$ cat src/rtl/serial_tx.sv
// serial_tx: parallel-to-serial frame transmitter.
// Frame = start bit (0), DATA_W data bits LSB-first, optional even-parity
// bit, stop bit (1). Every serial bit is held for CLKS_PER_BIT clocks.
//
// Handshake: a word is accepted on any rising edge where tx_valid and
// tx_ready are both 1. tx_ready depends only on the state (and reset),
// never on tx_valid; tx_data is ignored at all other times.
module serial_tx #(
    parameter int DATA_W       = 8,
    parameter int CLKS_PER_BIT = 4,
    parameter int PARITY_EN    = 1
) (
    input  logic              clk,
    input  logic              reset,
    input  logic [DATA_W-1:0] tx_data,
    input  logic              tx_valid,
    output logic              tx_ready,
    output logic              d_out,
    output logic              busy
);

    localparam int CNT_W = (CLKS_PER_BIT > 1) ? $clog2(CLKS_PER_BIT) : 1;
    localparam int IDX_W = (DATA_W > 1) ? $clog2(DATA_W) : 1;

    typedef enum logic [2:0] {
        IDLE   = 3'd0,
        START  = 3'd1,
        DATA   = 3'd2,
        PARITY = 3'd3,
        STOP   = 3'd4
    } state_t;

    state_t            state;
    logic [CNT_W-1:0]  bit_cnt;
    logic [IDX_W-1:0]  bit_idx;
    logic [DATA_W-1:0] shift_reg;
    logic [DATA_W-1:0] shift_next;
    logic              parity_bit;
    logic              bit_done;
    logic              last_bit;
    logic              accept;

    // Bit-period and data-bit terminal counts, plus the next data bit to drive
    always_comb begin
        bit_done   = (bit_cnt == CNT_W'(CLKS_PER_BIT - 1));
        last_bit   = (bit_idx == IDX_W'(DATA_W - 1));
        shift_next = shift_reg >> 1;
        tx_ready   = (state == IDLE) && !reset;
        accept     = tx_ready && tx_valid;
    end

    // Frame sequencer: state, counters, shift register and registered outputs
    always_ff @(posedge clk) begin
        if (reset) begin
            state      <= IDLE;
            bit_cnt    <= '0;
            bit_idx    <= '0;
            shift_reg  <= '0;
            parity_bit <= 1'b0;
            d_out      <= 1'b1;
            busy       <= 1'b0;
        end else begin
            case (state)
                IDLE: begin
                    // Counters stay parked at 0 while idle
                    bit_cnt <= '0;
                    bit_idx <= '0;
                    if (accept) begin
                        state      <= START;
                        shift_reg  <= tx_data;
                        parity_bit <= ^tx_data;
                        d_out      <= 1'b0;
                        busy       <= 1'b1;
                    end
                end

                START: begin
                    if (bit_done) begin
                        state   <= DATA;
                        bit_cnt <= '0;
                        bit_idx <= '0;
                        d_out   <= shift_reg[0];
                    end else begin
                        bit_cnt <= bit_cnt + CNT_W'(1);
                    end
                end

                DATA: begin
                    if (bit_done) begin
                        bit_cnt <= '0;
                        if (last_bit) begin
                            bit_idx <= '0;
                            if (PARITY_EN != 0) begin
                                state <= PARITY;
                                d_out <= parity_bit;
                            end else begin
                                state <= STOP;
                                d_out <= 1'b1;
                            end
                        end else begin
                            bit_idx   <= bit_idx + IDX_W'(1);
                            shift_reg <= shift_next;
                            d_out     <= shift_next[0];
                        end
                    end else begin
                        bit_cnt <= bit_cnt + CNT_W'(1);
                    end
                end

                PARITY: begin
                    if (bit_done) begin
                        state   <= STOP;
                        bit_cnt <= '0;
                        d_out   <= 1'b1;
                    end else begin
                        bit_cnt <= bit_cnt + CNT_W'(1);
                    end
                end

                STOP: begin
                    if (bit_done) begin
                        state   <= IDLE;
                        bit_cnt <= '0;
                        d_out   <= 1'b1;
                        busy    <= 1'b0;
                    end else begin
                        bit_cnt <= bit_cnt + CNT_W'(1);
                    end
                end

                default: begin
                    state   <= IDLE;
                    bit_cnt <= '0;
                    bit_idx <= '0;
                    d_out   <= 1'b1;
                    busy    <= 1'b0;
                end
            endcase
        end
    end

endmodule

$ cat config.mk
export PLATFORM = sky130hd
export DESIGN_NAME = serial_tx
export DESIGN_NICKNAME = d
export VERILOG_FILES = /design/src/rtl/serial_tx.sv
export SDC_FILE = /design/constraint.sdc
export NUM_CORES = 1
export LEC_CHECK = 0
export ABC_AREA = 1
export BUFFER_PORTS_ARGS = -buffer_cell sky130_fd_sc_hd__clkbuf_2
export CAP_MARGIN = 20
export CORE_MARGIN = 8
export CORE_UTILIZATION = 50
export CTS_CLUSTER_SIZE = 25
export DETAILED_ROUTE_END_ITERATION = 8
export GPL_ROUTABILITY_DRIVEN = 1
export PLACE_DENSITY = 0.7
export SYNTH_ARGS = -nofsm -noshare
export SYNTH_HDL_FRONTEND = slang
export SYNTH_SLANG_ARGS = --single-unit
export TNS_END_PERCENT = 100
$ cat constraint.sdc
create_clock -name clk -period 2.1 [get_ports clk]
set_input_delay 0.21 -clock clk [delete_from_list [all_inputs] [get_ports clk]]
set_output_delay 0.21 -clock clk [all_outputs]
set_load 0.005 [all_outputs]
* Yosys cells after proc, flatten, opt, wreduce, memory -nomap -nowiden *
Index checks and enable logic that the tools add are counted.

word-level totals
  logic and storage cells = 65
  bits of input ports = 11
  register bits = 19
  output and inout bits = 3

cells by class
  equality and inequality tests = 14
  bitwise operators = 3
  mux-type cells = 23
  reduce and logical (&&, ||, !) cells = 16
  add/sub/neg operators = 2

operators with widths
  operator                                       count
  2-to-1 mux 3 bit                               8
  2-to-1 mux 8 bit                               3
  one-hot mux 8 bit (2 select lines)             1
  one-hot mux 3 bit (5 select lines)             1
  != test 2 bit, second input constant           7
  one-hot mux 3 bit (3 select lines)             1
  AND reduction 4 bit                            2
  parity 8 bit                                   1
  2-to-1 mux 1 bit                               7
  == test 3 x 2 -> 1 bit, second input constant  2
  == test 3 bit, second input constant           2
  AND reduction 3 bit                            2
  AND reduction 6 bit                            1
  OR reduction 3 bit                             2
  one-hot mux 1 bit (4 select lines)             1
  OR reduction 4 bit                             1
  adder 3 x 1 -> 3 bit, second input constant    1
  == test 3 x 1 -> 1 bit, second input constant  1
  zero test 3 bit                                1
  inverter 1 bit                                 3
  one-hot mux 1 bit (3 select lines)             1
  adder 2 x 1 -> 2 bit, second input constant    1
  == test 2 bit, second input constant           1
  logical AND 1 bit                              2
  5 further kinds                                5

* Logic depth before layout (Yosys ltp) *
Gate-level depths: netlist (run 1).

  word-level depth = 5
  mapped depth = 10
  mapped depth without buffers = 10

* Least setup slack after synthesis (run 1) *
Ideal clock, no wire load.

  kind = reg-to-reg
  from = reg bit_idx[0]
  to = reg shift_reg[3]
  data required time = 1.984 ns
  arrival = 1.377 ns
  cell stages (with the launch flop) = 9
  setup time = 0.116 ns
  slack = 0.608 ns
  period minus slack after synthesis = 1.492 ns
  buffers on the path = 0
  cells stage by stage = dfxtp_1 ha_1 ha_1 inv_1 nand2_1 a21boi_4 nand2_2 o21ai_0 nor2_1

between the ends
  word-level cells in the longest chain between the ends = 3

ends and longest elaborated chain
  what                                  RTL line  source
  from (decl)                           35        logic [IDX_W-1:0] bit_idx;
  from (signal assigned)                101       bit_idx <= bit_idx + IDX_W'(1);
  == test 3 bit                         46        last_bit = (bit_idx == IDX_W'(DATA_W - 1));
  != test 2 bit (no source line)        -
  AND reduction 4 bit (no source line)  -
  to (signal assigned)                  70        shift_reg <= tx_data;
  to (signal assigned)                  102       shift_reg <= shift_next;
  to (decl)                             36        logic [DATA_W-1:0] shift_reg;

No other way between the ends.
A chain may end at the register's enable or synchronous reset.

* Worst setup path after layout (run 1) *
  from = reg bit_idx[0]
  to = reg shift_reg[5]

The elaborated chain is that of the path after synthesis.

==> results of run 1 <==
[logic make-up (layout without fill, tap and decap cells)]
family	after synthesis	after routing	share of synthesized area
AO/OA/AOI/OAI	30	30	0.143
XOR/XNOR	1	1	0.00733
adder cells (fa/ha/maj)	3	3	0.0314
buffers and inverters	33	47	0.116
flip-flops	19	19	0.318
AND/OR/NAND/NOR	111	111	0.383
[final timing paths]
| path | start | endpoint | slack (ns) | depth (start not counted) |
|---|---|---|---|---|
| max | bit_idx[0] | shift_reg[5] | 0.40 | 8 |
| min | reset | shift_reg[7] | 0.13 | 2 |
| max reg2reg | bit_idx[0] | shift_reg[5] | 0.40 | 8 |
| min reg2reg | bit_cnt[0] | bit_cnt[0] | 0.43 | 1 |
[stage by stage]
step	hold slack, ns	instance area [µm²]
finish	0.132	1300
global placement	0.406	1270
global route	0.139	1300
CTS	0.127	1300
detailed placement	0.420	1270
floorplan	0.279	1190
[cell usage after synthesis (2+ instances only)]
cell	number	area [µm²]
a21oi_1	9	45.0
buf_4	2	15.0
dfxtp_1	19	380
ha_1	3	37.5
inv_1	29	109
nand2_1	61	229
nand3_1	12	60.1
nor2_1	33	124
o21ai_0	15	75.1
o21ai_1	4	20.0
[power by group through the flow]
stage          Clock [W]  Sequential (W)  Combinational, W
5_1_grt         0.000211        0.000665           0.00133
3_3_place_gp           0        0.000647           0.00113
4_1_cts         0.000198        0.000645           0.00115
3_5_place_dp           0        0.000653           0.00115
2_1_floorplan          0        0.000606          0.000997
6_report        0.000189        0.000643           0.00114
[per-layer routing]
layer / vias up / wire [µm]
li1: 635 / -
met1: 550 / 1070
met2: 30 / 1250
met3: 4 / 163
met4: 0 / 27
met5: - / 0
[cells in the final DEF (no fill, tap or decap)]
cell	n
a21oi_1	9
o21ai_1	4
clkinv_2	1
xnor2_1	1
o21ai_0	15
dfxtp_1	19
nor2_4	1
nor2_2	1
o211ai_2	1
nand2_2	1
clkbuf_4	3
nand2_1	61
nand2_4	1
buf_4	1
nand3_1	12
nor2_1	33
inv_1	29
a21boi_4	1
nand3_2	1
clkbuf_2	13
ha_1	3
[area by class of cell]
| class | count | area (µm²) |
|---|---|---|
| tap | 28 | 35.0 |
| inverter | 29 | 109 |
| clock buffer | 3 | 22.5 |
| timing repair buffer | 14 | 72.6 |
| clock inverter | 1 | 5.00 |
| sequential | 19 | 380 |
| multi-input combinational | 145 | 676 |
| fill | 240 | 933 |
[worst max-delay path: stages, from the launching register on]
cell	delay, ns
dfxtp_1	0.34
ha_1	0.20
ha_1	0.21
inv_1	0.08
nand2_1	0.09
a21boi_4	0.29
nand2_2	0.15
o21ai_0	0.20
nor2_1	0.05
==> run_results.csv, run 1 <==
group,metric,value,unit
place,dp.cells,235,
yosys,yosysSeqAreaShare,0.318,
sta,drv_slew,0,
clock_tree,clock_sinks,19,
yosys,yosys_warnings,0,
floorplanning,io_pins,14,
sta,rsz0062_at_grt,"no",
cells_and_area,largest_reg_flops,8,
power,worst_ir_drop_vdd,0.742,mV
floorplanning,die_h,64.9,µm
outcome,status,"finished, final reports clean",
job,cap_viol_max_count,0,
power,p_int,0.00100,W
yosys,async_flop_share,0,
grt,grtUsageMet2,0.237,
power,p_leak,0.726,nW
clock_tree,postCtsHoldBufs,0,
power,clockPowerShare,0.096,
place,pre_cts_ws,0.397,ns
clock_tree,clock_latency,0.30,ns
grt,use_met3,0.0412,
sta,relSlewSlack,0.647,
floorplanning,die_w,64.9,µm
power,finalPower,0.00197,W
clock_tree,ctsResizeCount,0,
cells_and_area,fin_nets,226,
critical_path,cp-start-kind,"flip-flop",
yosys,syn_area,1190,µm²
yosys,ys_ff_latch,19,
drt,vias,1219,
floorplanning,row_count,17,
cells_and_area,antenna_cells,0,
cells_and_area,area_growth,8.80,%
grt,grt_overflow,0,
yosys,synth-edff-count,0,
sta,layout_min_cycle_time,1.70,ns
sta,fmax,0.587,GHz
critical_path,worst-setup-path-type,"flip-flop to flip-flop",
cells_and_area,utilization,0.582,
drt,viasPerCell,5.10,
clock_tree,cts-htree-levels,1,
clock_tree,cts_root_buf,"clkbuf_4",
grt,grt_pass1_wl,4.48,mm
yosys,synthFlopType,"dfxtp_1",
grt,grt_antenna_before_repair,0,
sta,hold_viol,0,
sta,fin_setup_tns,0,ns
critical_path,worst_setup_path_end_kind,"flip-flop",
power,power.share.combinational,0.578,
clock_tree,cts_inserted_buffers,3,
drt,drc,0,
clock_tree,postCtsSetupBuffers,0,
clock_tree,clk_pin_slew,0.11,ns
yosys,syn-num-nets,211,
critical_path,critPathArrivalTime,1.91,ns
cells_and_area,stdcell_count,239,
sta,final.setup_skew,0.00283,ns
drt,drtIter0Drc,67,
yosys,synth.distinct_cells,20,
sta,tightest_slew,0.528,ns
floorplanning,start_util,0.535,
yosys,syn_area_per_cell,6.07,µm²
critical_path,cp_max_fo,9,
power,p_sw_frac,0.491,
sta,finalCritPeriodShare,0.811,
drt,routedWlPerCell,10.5,µm
drt,totalWireLength,2.52,mm
critical_path,critPathRequiredTime,2.31,ns
drt,detail_route.first_pass.iterations,5,
place,dp_hpwl,2.03,mm
sta,setup_slack,0.397,ns
grt,grt_start_max_net_pins,19,
place,port_buffers,13,
floorplanning,coreArea,2230,µm²
floorplanning,die_area,4210,µm²
clock_tree,tritoncts,"done",
sta,setup_viol,0,
grt,grt_pass1_vias,1103,
clock_tree,ctsLongestPathBuffers,2,
min_path,hold_path.class,"primary input to flip-flop",
drt,final_antenna_net_count,0,
power,p_switching,0.000968,W
cells_and_area,final_layout_size_suffix_gt1_frac,0.118,
yosys,synth_cells,197,
power,seq_power_share,0.326,
grt,grt_use_total,0.131,
power,power_density,1520,nW/µm²
grt,use_met1,0.142,
place,globalplace.congestion,0.876,
grt,busiest_layer,"met2",
Note: power is estimated with default switching activity, not from simulation.
==> run 2: changes to the inputs <==
Settings changed: PLACE_DENSITY 0.7 to 0.73.
Clock period 2.1 ns to 1.4 ns, I/O delays scaled along.
==> run 2 against run 1 <==
Effect of this change: the run now ends with negative setup slack left; die area did not move; critical path depth did not move; cell area is 13% higher; power is 80% higher; worst setup slack got worse by 0.43 ns; utilization increased by 7.6 points; sequential share of layout area shrank 2.9 points; highest routed layer unchanged; sequential power grew 54%.
==> run_results.csv, run 2 (same netlist as run 1, synthesis figures left out) <==
group,metric,value,unit
drt,viasPerCell,5.12,
sta,relSlewSlack,0.810,
critical_path,r2r-start,"bit_idx[1]",
sta,tightest_slew,0.285,ns
drt,drtIter0Drc,59,
critical_path,cp-start-kind,"flip-flop",
critical_path,cp_max_fo,4,
critical_path,critPathRequiredTime,1.63,ns
place,port_buffers,13,
clock_tree,clock_sinks,19,
sta,rsz0062_at_grt,"yes",
place,globalplace.congestion,0.903,
drt,totalWireLength,2.92,mm
job,cap_viol_max_count,0,
sta,setup_viol,2,
power,worst_ir_drop_vdd,1.50,mV
drt,detail_route.first_pass.iterations,4,
floorplanning,die_h,64.9,µm
drt,drc,0,
cells_and_area,antenna_cells,0,
clock_tree,ctsLongestPathBuffers,2,
grt,grt_pass1_vias,1159,
sta,final.setup_skew,0.00402,ns
floorplanning,die_w,64.9,µm
critical_path,critPathLaunch,"bit_idx[1]",
critical_path,rrSetupSlack,-0.03,ns
outcome,status,"finished with violations",
grt,grt_overflow,0,
floorplanning,die_area,4210,µm²
grt,grt_use_total,0.141,
floorplanning,coreArea,2230,µm²
place,dp_hpwl,2.20,mm
power,power_density,2420,nW/µm²
clock_tree,cts_root_buf,"clkbuf_4",
critical_path,cpMostUsedCell,"ha_4",
critical_path,worstSetupEndpoint,"shift_reg[7]",
critical_path,critical_path.max_stage_delay,0.35,ns
sta,fmax,0.698,GHz
drt,final_antenna_net_count,0,
outcome,violations,"negative setup slack",
cells_and_area,final_cell_mix,"nand2_1 (57), nor2_1 (31), inv_1 (27)",
cells_and_area,layout_commonest_cell,"nand2_1",
grt,grt_start_max_net_pins,18,
critical_path,worst-setup-path-type,"flip-flop to flip-flop",
power,p_leak,0.781,nW
drt,routedWlPerCell,11.6,µm
critical_path,r2r-end,"shift_reg[7]",
sta,setup_slack,-0.0320,ns
sta,drv_slew,0,
power,finalPower,0.00356,W
grt,grt_pass1_wl,4.93,mm
critical_path,cpMaxStageDelayCell,"dfxtp_2",
grt,grt_antenna_before_repair,0,
drt,vias,1285,
min_path,whs_path_depth,2,
cells_and_area,final_area,1470,µm²
min_path,hold_path.class,"primary input to flip-flop",
place,placed_cell_area,1330,µm²
critical_path,crit_chain,"ha_4 -> ha_4 -> inv_2 -> nand2_2 -> a21boi_4 -> buf_4 -> nand3_1 -> a21oi_1",
clock_tree,clock_latency,0.30,ns
cells_and_area,area_growth,22.9,%
cells_and_area,fin_nets,238,
sta,finalCritPeriodShare,1.02,
critical_path,worst_setup_path_end_kind,"flip-flop",
clock_tree,tritoncts,"done",
clock_tree,clk_pin_slew,0.11,ns
floorplanning,row_count,17,
clock_tree,cts_inserted_buffers,3,
cells_and_area,largest_reg_flops,8,
clock_tree,cts-htree-levels,1,
critical_path,critPathArrivalTime,1.66,ns
cells_and_area,fill_cells,213,
floorplanning,start_util,0.535,
sta,layout_min_cycle_time,1.43,ns
sta,hold_viol,0,
cells_and_area,final_layout_size_suffix_gt1_frac,0.251,
critical_path,rr_worst_depth,8,
floorplanning,io_pins,14,
run 2: cell types whose count changed in the layout (fill, tap and decap cells not counted), sizes merged:
cell | previous run | this run
clkinv | 1 | 0
buf | 1 | 13
clkinvlp | 0 | 1
inv | 29 | 28
clkbuf | 16 | 17
run 2: worst max-delay path: cells and delay by family, from the launching register on:
family / cells / cell delay (ns)
AOI/OAI and AO/OA: 2 / 0.36
DFF: 1 / 0.35
adders and majority gates: 2 / 0.32
buffers and inverters: 2 / 0.20
and+or+nand+nor: 2 / 0.13
run 2: timing repair:
action | in CTS | in global routing
gates resized for setup | 4 | 18
pin swaps | 0 | 8
setup endpoints to repair | 8 | 15
hold buffers | 0 | 0
setup buffers | 0 | 5
run 2: worst min path at each step:
stage                from      endpoint  slack [ns]
floorplan           reset  shift_reg[7]        0.21
global route        reset  shift_reg[7]        0.09
detailed placement  reset  shift_reg[7]        0.41
global placement    reset  shift_reg[7]        0.38
finish              reset  shift_reg[7]        0.10
CTS                 reset  shift_reg[7]        0.09
run 2: layer usage:
metal / global-route usage / wire length (µm) / up-vias
met5: 0 / 0 / -
met4: 0.0381 / 18 / 0
met3: 0.0275 / 77 / 4
met2: 0.229 / 1400 / 18
met1: 0.184 / 1430 / 591
li1: - / - / 672
run 2: stage by stage:
step                      setup TNS (ns)  utilization  hold WS, ns  instances  setup slack [ns]
after floorplan                        0            -        0.209        197           0.00675
after global placement                 0        0.597        0.382        242            0.0152
after detailed placement         -0.0336        0.597        0.407        242           -0.0187
after CTS                       -0.00159        0.617       0.0869        246          -0.00159
after global routing              -0.841        0.658       0.0852        251            -0.118
final                            -0.0381        0.658        0.102        251           -0.0320
run 2: final cells by class:
class                           count  area [µm²]  area share
Sequential cell                    19         387       0.263
Tap cell                           28        35.0      0.0239
Inverter                           29         113      0.0767
Clock buffer                        4        26.3      0.0179
Multi-Input combinational cell    145         746       0.508
Timing Repair Buffer               26         163       0.111
run 2: power by group:
part	leakage, nW	switching [W]	internal (W)
clock network	0.0150	0.000169	0.000111
registers	0.159	0.000193	0.000795
logic	0.607	0.00135	0.000942
==> run 3: changes to the inputs <==
Settings changed: ABC_AREA 1 to unset, MAX_ROUTING_LAYER set to met4.
==> run 3 against run 2 <==
Effect of this change: the flow still finishes with violations (negative setup slack); worst hold slack lost 0.0083 ns; power decreased by 56%; sequential cell count unchanged; final cell count decreased by 26%; register-to-register slack got worse by 0.17 ns; die area down 7.1%; critical path type unchanged; critical endpoint is now shift_reg[0].
==> run_results.csv, run 3 <==
group,metric,value,unit
outcome,status,"finished with violations",
outcome,violations,"negative setup slack",
grt,grt_antenna_before_repair,0,
place,pre_cts_ws,-0.0678,ns
sta,finalCritPeriodShare,1.14,
yosys,synthTopCellsByArea,"dfxtp_1 (35%), mux2i_1 (7.4%), a21oi_1 (6.9%), a311oi_1 (6.5%), xnor2_1 (6.5%)",
drt,viasPerCell,5.78,
cells_and_area,final_cell_mix,"buf_4 (18), dfxtp_1 (13), clkbuf_2 (13)",
yosys,synthFlopType,"dfxtp_1",
yosys,syn_area,1080,µm²
yosys,yosys_warnings,0,
yosys,yosysTopAreaCell,"dfxtp_1",
power,p_leak,0.625,nW
sta,drv_slew,0,
floorplanning,row_count,17,
critical_path,cp-start-kind,"flip-flop",
power,worst_ir_drop_vdd,0.843,mV
min_path,min_from,"tx_valid",
yosys,synth.top_cell.area_share,0.351,
cells_and_area,largest_reg_flops,8,
clock_tree,clock_latency,0.32,ns
cells_and_area,final_layout_size_suffix_gt1_frac,0.510,
min_path,whs_path_depth,2,
drt,final_antenna_net_count,0,
clock_tree,clock_sinks,19,
drt,detail_route.first_pass.iterations,5,
drt,routedWlPerCell,18.2,µm
clock_tree,postCtsHoldBufs,0,
yosys,synth-edff-count,0,
grt,grt_overflow,0,
critical_path,critPathRequiredTime,1.60,ns
yosys,syn-num-nets,133,
critical_path,rrSetupSlack,-0.20,ns
critical_path,r2r-start,"bit_idx[1]",
grt,grt_pass1_wl,4.61,mm
yosys,ys_ff_latch,19,
clock_tree,tritoncts,"done",
critical_path,critPathArrivalTime,1.81,ns
cells_and_area,multi_input_area,754,µm²
floorplanning,die_area,3910,µm²
critical_path,rr_worst_depth,7,
cells_and_area,regArea,393,µm²
cells_and_area,layout_commonest_cell,"buf_4",
drt,drc,0,
floorplanning,die_w,62.6,µm
critical_path,worst-setup-path-type,"flip-flop to flip-flop",
critical_path,cp_max_fo,13,
cells_and_area,antenna_cells,0,
yosys,syn_area_per_cell,9.11,µm²
sta,relSlewSlack,0.761,
floorplanning,start_util,0.509,
critical_path,critPathLaunch,"bit_idx[1]",
sta,layout_min_cycle_time,1.60,ns
grt,grt_start_max_net_pins,20,
min_path,hold_path.class,"primary input to flip-flop",
place,dp_hpwl,1.77,mm
yosys,synth.distinct_cells,33,
cells_and_area,fill_cells,157,
job,cap_viol_max_count,0,
sta,rsz0062_at_grt,"yes",
cells_and_area,fin_nets,172,
place,globalplace.congestion,0.938,
drt,totalWireLength,3.36,mm
sta,fmax,0.624,GHz
cells_and_area,utilization,0.758,
grt,grt_pass1_vias,1075,
clock_tree,cts-htree-levels,1,
yosys,yosysMostFrequentCell,"dfxtp_1",
clock_tree,ctsLongestPathBuffers,2,
floorplanning,io_pins,14,
sta,final.setup_skew,0.0126,ns
critical_path,worst_setup_path_end_kind,"flip-flop",
power,power_density,968,nW/µm²
yosys,yosysSeqAreaShare,0.351,
yosys,async_flop_share,0,
grt,grt_use_total,0.141,
yosys,synth_cells,119,
yosys,synth_common_cells,"dfxtp_1 (19), a21oi_1 (15)",
floorplanning,coreArea,2130,µm²
sta,setup_viol,10,
place,port_buffers,13,
drt,drtIter0Drc,33,
sta,tightest_slew,0.357,ns
clock_tree,cts_root_buf,"clkbuf_4",
floorplanning,die_h,62.6,µm
drt,vias,1070,
sta,hold_viol,0,
clock_tree,cts_inserted_buffers,3,
clock_tree,clk_pin_slew,0.13,ns
sta,setup_slack,-0.201,ns
cells_and_area,area_growth,48.8,%
[run 3: cell count changes after synthesis, sizes merged, moves of 5 or more]
| cell | change |
|---|---|
| xnor2 | +7 |
| o21ai | -17 |
| buf | +5 |
| a311oi | +8 |
| mux2i | +8 |
| inv | -27 |
| nand3 | -7 |
| nor2 | -26 |
| nand2 | -59 |
| a21oi | +7 |
[run 3: kinds of logic (layout without fill, tap and decap cells)]
kind of cell    after synthesis  count (layout)  synth area share
xor+xnor                      8               8            0.0647
fa+ha+maj                     3               3            0.0346
buf+inv                      12              50            0.0785
mux                           8               8            0.0739
simple gates                 35              35             0.172
compound gates               34              34             0.225
flops                        19              19             0.351
[run 3: where the power goes]
| group | total [W] | internal (W) | leakage [nW] | switching, W |
|---|---|---|---|---|
| combinational | 0.000609 | 0.000339 | 0.448 | 0.000270 |
| sequential | 0.000649 | 0.000602 | 0.159 | 0.0000472 |
| clock | 0.000303 | 0.000107 | 0.0177 | 0.000196 |
[run 3: layout make-up]
type / count / share of cell area
clock inverters: 1 / 0.00310
inverters: 2 / 0.00698
clock buffers: 3 / 0.0140
multi-input cells: 88 / 0.468
flip-flops and latches: 19 / 0.244
repair buffers: 44 / 0.243
well taps: 28 / 0.0217
[run 3: metal layers]
metal / vias to the layer above / wire, µm / track usage
met5: - / 0 / -
met4: 0 / 97 / 0.0541
met3: 10 / 108 / 0.0287
met2: 28 / 1750 / 0.243
met1: 519 / 1400 / 0.156
li1: 513 / - / -
[run 3: worst max-delay path, stage by stage, from the launching register on]
cell and delay (ns):
dfxtp_2 0.35, ha_4 0.16, ha_4 0.15, nand2b_4 0.14, a21boi_4 0.15, buf_12 0.15
a21oi_1 0.07, a311oi_1 0.32
[run 3: what timing repair did]
action | 4_1_cts | 5_1_grt
endpoints found under the setup margin | 13 | 17
pin swaps | 5 | 12
resized for setup | 17 | 18
gates cloned | 0 | 2
setup buffers | 5 | 5
[run 3: metrics by stage]
step	hold WS [ns]	power [W]	setup TNS [ns]	cell area, µm²	cells
4_1_cts	0.0561	0.00141	-0.649	1440	178
5_1_grt	0.102	0.00163	-1.54	1610	185
2_1_floorplan	0.250	0.000924	-0.0224	1130	119
6_report	0.0932	0.00156	-0.598	1610	185
3_5_place_dp	0.396	0.00108	-0.311	1320	169
3_3_place_gp	0.390	0.00106	-0.189	1320	169
[run 3: worst paths after layout]
path                   to
max          shift_reg[0]
min            parity_bit
max reg2reg  shift_reg[0]
min reg2reg    bit_cnt[0]
